### src/rtl/arm_pkg.sv
// arm_pkg: shared encodings for the multicycle ARM-subset control core
package arm_pkg;
    typedef enum logic [2:0] {
        S_FETCH  = 3'd0,
        S_DECODE = 3'd1,
        S_EXEC   = 3'd2,
        S_MEM    = 3'd3,
        S_WB     = 3'd4,
        S_IRQ    = 3'd5,
        S_HALT   = 3'd6
    } state_t;
    localparam logic [1:0] CLS_DP  = 2'b00;
    localparam logic [1:0] CLS_MEM = 2'b01;
    localparam logic [1:0] CLS_BR  = 2'b10;
    localparam logic [3:0] COND_EQ = 4'h0;
    localparam logic [3:0] COND_NE = 4'h1;
    localparam logic [3:0] COND_CS = 4'h2;
    localparam logic [3:0] COND_CC = 4'h3;
    localparam logic [3:0] COND_MI = 4'h4;
    localparam logic [3:0] COND_PL = 4'h5;
    localparam logic [3:0] COND_VS = 4'h6;
    localparam logic [3:0] COND_VC = 4'h7;
    localparam logic [3:0] COND_HI = 4'h8;
    localparam logic [3:0] COND_LS = 4'h9;
    localparam logic [3:0] COND_GE = 4'hA;
    localparam logic [3:0] COND_LT = 4'hB;
    localparam logic [3:0] COND_GT = 4'hC;
    localparam logic [3:0] COND_LE = 4'hD;
    localparam logic [3:0] COND_AL = 4'hE;
    localparam logic [3:0] COND_NV = 4'hF;
    localparam logic [3:0] OP_CMP  = 4'b1010;
    localparam logic [1:0] IMM_DP  = 2'b00;
    localparam logic [1:0] IMM_MEM = 2'b01;
    localparam logic [1:0] IMM_BR  = 2'b10;
endpackage

### src/rtl/arm_cond_check.sv
// arm_cond_check: evaluates an ARM condition field against NZCV flags
module arm_cond_check
    import arm_pkg::*;
(
    input  logic [3:0] cond,
    input  logic [3:0] nzcv,
    output logic       pass
);
    logic n, z, c, v;
    assign {n, z, c, v} = nzcv;
    always_comb begin
        pass = 1'b0;
        case (cond)
            COND_EQ: pass = z;
            COND_NE: pass = !z;
            COND_CS: pass = c;
            COND_CC: pass = !c;
            COND_MI: pass = n;
            COND_PL: pass = !n;
            COND_VS: pass = v;
            COND_VC: pass = !v;
            COND_HI: pass = c && !z;
            COND_LS: pass = !c || z;
            COND_GE: pass = n == v;
            COND_LT: pass = n != v;
            COND_GT: pass = !z && (n == v);
            COND_LE: pass = z || (n != v);
            COND_AL: pass = 1'b1;
            COND_NV: pass = 1'b0;
        endcase
    end
endmodule

### src/rtl/arm_mc_ctrl.sv
// arm_mc_ctrl: multicycle ARM-subset control core (PC/IR/NZCV, instruction FSM, memory handshake, IRQ entry)
module arm_mc_ctrl
    import arm_pkg::*;
#(
    parameter int                ADDR_W     = 32,
    parameter logic [ADDR_W-1:0] RESET_PC   = '0,
    parameter logic [ADDR_W-1:0] IRQ_VECTOR = ADDR_W'(32'h18),
    parameter int                WAIT_LIMIT = 16
) (
    input  logic              clk,
    input  logic              reset,
    output logic [ADDR_W-1:0] pc,
    output logic [31:0]       ir,
    output logic [ADDR_W-1:0] mem_addr,
    output logic              mem_read,
    output logic              mem_write,
    input  logic              mem_ready,
    input  logic [31:0]       mem_rdata,
    input  logic [31:0]       alu_result,
    input  logic [3:0]        alu_flags,
    input  logic [31:0]       wb_data,
    output logic              reg_write,
    output logic              link_write,
    output logic              mem_to_reg,
    output logic              alu_src,
    output logic [1:0]        imm_src,
    output logic [1:0]        reg_src,
    output logic [3:0]        flags,
    input  logic              nIRQ,
    input  logic              irq_clr,
    output logic              irq_ack,
    output logic              bus_err,
    output logic [2:0]        state
);
    localparam int WW = $clog2(WAIT_LIMIT + 1);
    state_t            state_q, state_d, fetch_nxt;
    logic [ADDR_W-1:0] pc_q, pc_d;
    logic [31:0]       ir_q, ir_d;
    logic [3:0]        flags_q, flags_d;
    logic              i_mask_q, i_mask_d, bus_err_q, bus_err_d;
    logic [WW-1:0]     wait_q, wait_d;
    logic              cond_pass, is_load, rd_pc, mem_wait, timeout;
    logic [1:0]        cls;
    arm_cond_check u_cond (.cond(ir_q[31:28]), .nzcv(flags_q), .pass(cond_pass));
    assign cls     = ir_q[27:26];
    assign is_load = ir_q[20];
    assign rd_pc   = ir_q[15:12] == 4'hF;
    // every path back to FETCH is diverted into IRQ while an unmasked request is pending
    assign fetch_nxt = (!nIRQ && !i_mask_q) ? S_IRQ : S_FETCH;
    assign mem_wait  = (state_q == S_FETCH || state_q == S_MEM) && !mem_ready;
    assign timeout   = mem_wait && wait_q == WW'(WAIT_LIMIT - 1);
    assign pc      = pc_q;
    assign ir      = ir_q;
    assign flags   = flags_q;
    assign bus_err = bus_err_q;
    assign state   = state_q;
    always_comb begin
        state_d    = state_q;
        pc_d       = pc_q;
        ir_d       = ir_q;
        flags_d    = flags_q;
        bus_err_d  = bus_err_q;
        i_mask_d   = irq_clr ? 1'b0 : i_mask_q;
        wait_d     = mem_wait ? wait_q + WW'(1) : '0;
        mem_addr   = pc_q;
        mem_read   = 1'b0;
        mem_write  = 1'b0;
        reg_write  = 1'b0;
        link_write = 1'b0;
        mem_to_reg = 1'b0;
        alu_src    = 1'b0;
        imm_src    = IMM_DP;
        reg_src    = 2'b00;
        irq_ack    = 1'b0;
        case (state_q)
            S_FETCH: begin
                mem_read = 1'b1;
                if (mem_ready) begin
                    ir_d    = mem_rdata;
                    pc_d    = pc_q + ADDR_W'(4);
                    state_d = S_DECODE;
                end
            end
            S_DECODE: state_d = cond_pass ? S_EXEC : fetch_nxt;
            S_EXEC: begin
                state_d = fetch_nxt;
                if (cls == CLS_DP) begin
                    alu_src = ir_q[25];
                    if (ir_q[20]) flags_d = alu_flags;
                    if (ir_q[24:21] != OP_CMP) state_d = S_WB;
                end else if (cls == CLS_MEM) begin
                    alu_src = 1'b1;
                    imm_src = IMM_MEM;
                    state_d = S_MEM;
                end else if (cls == CLS_BR) begin
                    reg_src[0] = 1'b1;
                    alu_src    = 1'b1;
                    imm_src    = IMM_BR;
                    pc_d       = alu_result[ADDR_W-1:0];
                    link_write = ir_q[24];
                end
            end
            S_MEM: begin
                mem_addr   = alu_result[ADDR_W-1:0];
                mem_read   = is_load;
                mem_write  = !is_load;
                reg_src[1] = !is_load;
                if (mem_ready) state_d = is_load ? S_WB : fetch_nxt;
            end
            S_WB: begin
                reg_write  = !rd_pc;
                mem_to_reg = cls == CLS_MEM;
                if (rd_pc) pc_d = wb_data[ADDR_W-1:0];
                state_d = fetch_nxt;
            end
            S_IRQ: begin
                irq_ack    = 1'b1;
                link_write = 1'b1;
                pc_d       = IRQ_VECTOR;
                i_mask_d   = 1'b1;
                state_d    = S_FETCH;
            end
            default: state_d = S_HALT;
        endcase
        if (timeout) begin
            bus_err_d = 1'b1;
            state_d   = S_HALT;
        end
        if (reset) {mem_read, mem_write, reg_write, link_write, mem_to_reg, irq_ack} = '0;
    end
    always_ff @(posedge clk) begin
        if (reset) begin
            state_q   <= S_FETCH;
            pc_q      <= RESET_PC;
            ir_q      <= '0;
            flags_q   <= '0;
            i_mask_q  <= 1'b0;
            bus_err_q <= 1'b0;
            wait_q    <= '0;
        end else begin
            state_q   <= state_d;
            pc_q      <= pc_d;
            ir_q      <= ir_d;
            flags_q   <= flags_d;
            i_mask_q  <= i_mask_d;
            bus_err_q <= bus_err_d;
            wait_q    <= wait_d;
        end
    end
endmodule

### config.mk
export PLATFORM = sky130hd
export DESIGN_NAME = arm_mc_ctrl
export DESIGN_NICKNAME = d
export VERILOG_FILES = /design/src/rtl/arm_pkg.sv /design/src/rtl/arm_cond_check.sv /design/src/rtl/arm_mc_ctrl.sv
export SDC_FILE = /design/constraint.sdc
export NUM_CORES = 1
export LEC_CHECK = 0
export CAP_MARGIN = 0
export CORE_ASPECT_RATIO = 0.5
export CORE_UTILIZATION = 38
export DETAILED_ROUTE_END_ITERATION = 8
export GPL_ROUTABILITY_DRIVEN = 1
export PLACE_DENSITY = 0.88
export SYNTH_ARGS = -nofsm -noshare
export SYNTH_HDL_FRONTEND = slang
export SYNTH_SLANG_ARGS = --single-unit
### constraint.sdc
create_clock -name clk -period 1.9 [get_ports clk]
set_input_delay 0.19 -clock clk [delete_from_list [all_inputs] [get_ports clk]]
set_output_delay 0.19 -clock clk [all_outputs]
set_load 0.02 [all_outputs]
==> results.yml <==
cts:
  htreeDepth: 3
  cts_buffer_depth: 2
  cts_made_buffers: 9
  cts_tree: "built"
  clkSlewWorstSetupHoldPaths_ns: 0.06
  root_buffer: "clkbuf_16"
  holdBufCountCts: 0
  cts_sinks: 78
  clkLatencyLatePin_ns: 0.33
finish:
  instances_no_fill: 1045
  nets: 989
  syn_to_final_growth_pct: 69.61
  fin_area_um2: 7988
  drive_gt1_share_pct: 24.77
  final_common_cell: "clkdlybuf4s50_1"
  final_cell_mix: "clkdlybuf4s50_1, nand2_1, buf_4"
  antenna_cells: 0
placed_design:
  placed_cells: 1016
  placed_cell_area_um2: 7500
  gp_congestion: 0.8521
  pre_cts_slack_ns: -0.05131
  port_buffers: 219
  hpwlAfterDp_um: 12640
synth:
  synth_fp_nets: 723
  syn-cell-area_um2: 4710
  ys.flop_type: "dfxtp_1"
  synth-edff-count: 0
  syn-mean-instance-area_um2: 7.721
  ys_seq_elements: 78
  seq_area_frac_synth_pct: 33.16
  ys_async_sr_fraction_pct: 0
  synth_cells: 610
  yosys.cell_types.count: 65
  synth_warnings: 0
sta:
  setup_viol: 13
  grt_setup_unrepaired: "true"
  hold_violations: 0
  report.final.slew_viol_count: 0
  max_freq_ghz: 0.5175
  fin_crit_ns: 1.932
  setup_slack_ns: -0.03245
  fin_worst_skew_ns: 0.002638
  slew_headroom_pct: 58.37
  finalSetupTns_ns: -0.1550
  worst_pin_slew_ns: 0.6245
  fin_crit_sh_pct: 101.7
global_route:
  antenna_found_initial: 0
  grt_use_total_pct: 26.99
  grt_pass1_vias: 5677
  top_usage_layer: "met2"
  grt_max_degree: 54
  use_met3_pct: 6.767
  grt.met1_usage_pct: 30.91
  gr-usage-met2_pct: 49.17
  grt_pass1_wl_um: 27980
  grt_overflow: 0
setup_path:
  end_kind: "primary output"
  critical_path_required_ns: 1.71
  path_delay_family: "buffers and inverters"
  timing.critical_path.cells: "nand3b_1, buf_6, buf_8, buf_16, mux2_2, buf_6"
  crit_path_max_incr_delay_ns: 0.37
  cp-start-kind: "register"
  critical_path_class: "register to primary output"
  slowest_stage: "dfxtp_4"
  arrival_ns: 1.74
  crit_buf_inv: 4
  cpMostUsedCell: "buf_6"
  critPathMaxFanout: 6
drt:
  vias: 5932
  drtAntennaViolNets: 0
  drcViolationCount: 0
  drtIter0Drc: 549
  totalWireLength_um: 18320
  viasPerCell: 5.677
  post_drt_wl_per_cell_um: 17.53
  drt_first_pass_iters: 6
outcome:
  outcome: "finished, violations left"
  violations: "setup timing"
floorplan:
  initial_core_util_pct: 39.42
  ioPinCount: 220
  core_um2: 11950
  fp.dieW_um: 159.4
  die_h_um: 80.72
  fp.dieArea_um2: 12870
  num_rows: 28
power_and_ir_drop:
  powerDensity_nw_per_um2: 1191
  ir_worst_vdd_mv: 0.9025
  power_uw: 9511
  p_leak_uw: 0.003165
job:
  max_cap_viol_count: 0
min_path:
  min-delay-path-class: "primary input to register"
synth_stat cells, drive strengths merged, types with 3 or more instances:
library cell  number  area share (%)
a211oi             7             1.1
clkbuf            37             2.9
nor2              38             3.1
a22oi             18             2.9
nand3             14             1.6
nor2b              5            0.66
inv               12            0.96
a22o               8             1.5
o41ai              7             1.3
nor3              19             2.1
mux2              32             7.7
a221oi             3            0.56
a21o               4            0.64
nand2b             4            0.53
nor4               5            0.66
a311oi             3            0.56
a31oi              4            0.53
mux2i              6             1.3
o211ai             4            0.64
o31ai              4            0.64
dfxtp             78              33
nor3b              6             1.1
and2               6            0.80
nand4              6            0.80
o21ai             40             4.3
a32o               5             1.1
a21oi             60             6.4
a221o              3            0.64
ha                 8             2.1
buf               13             1.4
nand2            106             8.4
and3              10             1.3
routing by layer:
layer / wire [um] / vias to the layer above / part of all wire, %
met2: 9206 / 318 / 50
met3: 1429 / 58 / 7.8
li1: - / 2772 / -
met5: 0 / - / 0
met4: 506 / 0 / 2.8
met1: 7175 / 2784 / 39
registers in the layout, indices dropped and copies added (netlist names):
name / cells
bus_err: 1
flags: 4
i_mask_q: 1
ir: 32
pc: 32
state: 3
wait_q: 5
logic make-up after synthesis:
family,Yosys count,share of synthesized area [%]
and+or+nand+nor,232,23.41
AOI/OAI and AO/OA,189,26.52
DFF,78,33.16
buffers and inverters,62,5.313
muxes,38,8.927
adders and majority gates,8,2.125
xor gates and xnor gates,3,0.5580
where the power goes:
part / internal, uW / switching, uW / leakage, uW
registers: 1960 / 282 / 0.000641
logic: 2520 / 2990 / 0.00238
clock network: 1080 / 677 / 0.000149
tightest hold or removal path: cells and delay by family:
| family | cells | cell delay, ns |
|---|---|---|
| buffers and inverters | 2 | 0.35 |
| and+or+nand+nor | 1 | 0.10 |
final timing paths:
path,from,endpoint,slack (ns),cells after the start
max,state[2]$_SDFFE_PP0P_,mem_addr[7],-0.03,6
min reg2reg,ir[19]$_SDFFE_PP0P_,ir[19]$_SDFFE_PP0P_,0.46,2
min,reset,bus_err$_SDFFE_PP0P_,0.34,3
max reg2reg,state[2]$_SDFFE_PP0P_,pc[25]$_SDFFE_PP0P_,-0.03,9
per-stage QoR:
| stage | hold WS (ns) | util, % |
|---|---|---|
| 3_5_place_dp | 0.4501 | 62.78 |
| 4_1_cts | 0.3300 | 65.72 |
| 2_1_floorplan | 0.3185 | - |
| 6_report | 0.3425 | 66.86 |
| 3_3_place_gp | 0.4316 | 62.78 |
| 5_1_grt | 0.3470 | 66.86 |
final cells by class:
class | instances | area (um2)
fillers | 922 | 3959
multi-input cells | 470 | 3047
flip-flops and latches | 78 | 1584
repair buffers | 305 | 2805
clock buffers | 12 | 256.5
clock inverters | 3 | 43.79
inverters | 12 | 45.04
well taps | 165 | 206.4
what timing repair did:
action,CTS,global route
pin swaps,0,12
resized for setup,156,71
setup buffers,4,8
setup endpoints to repair,57,68
cloned,2,1
Power figures use the tool's default switching activity.
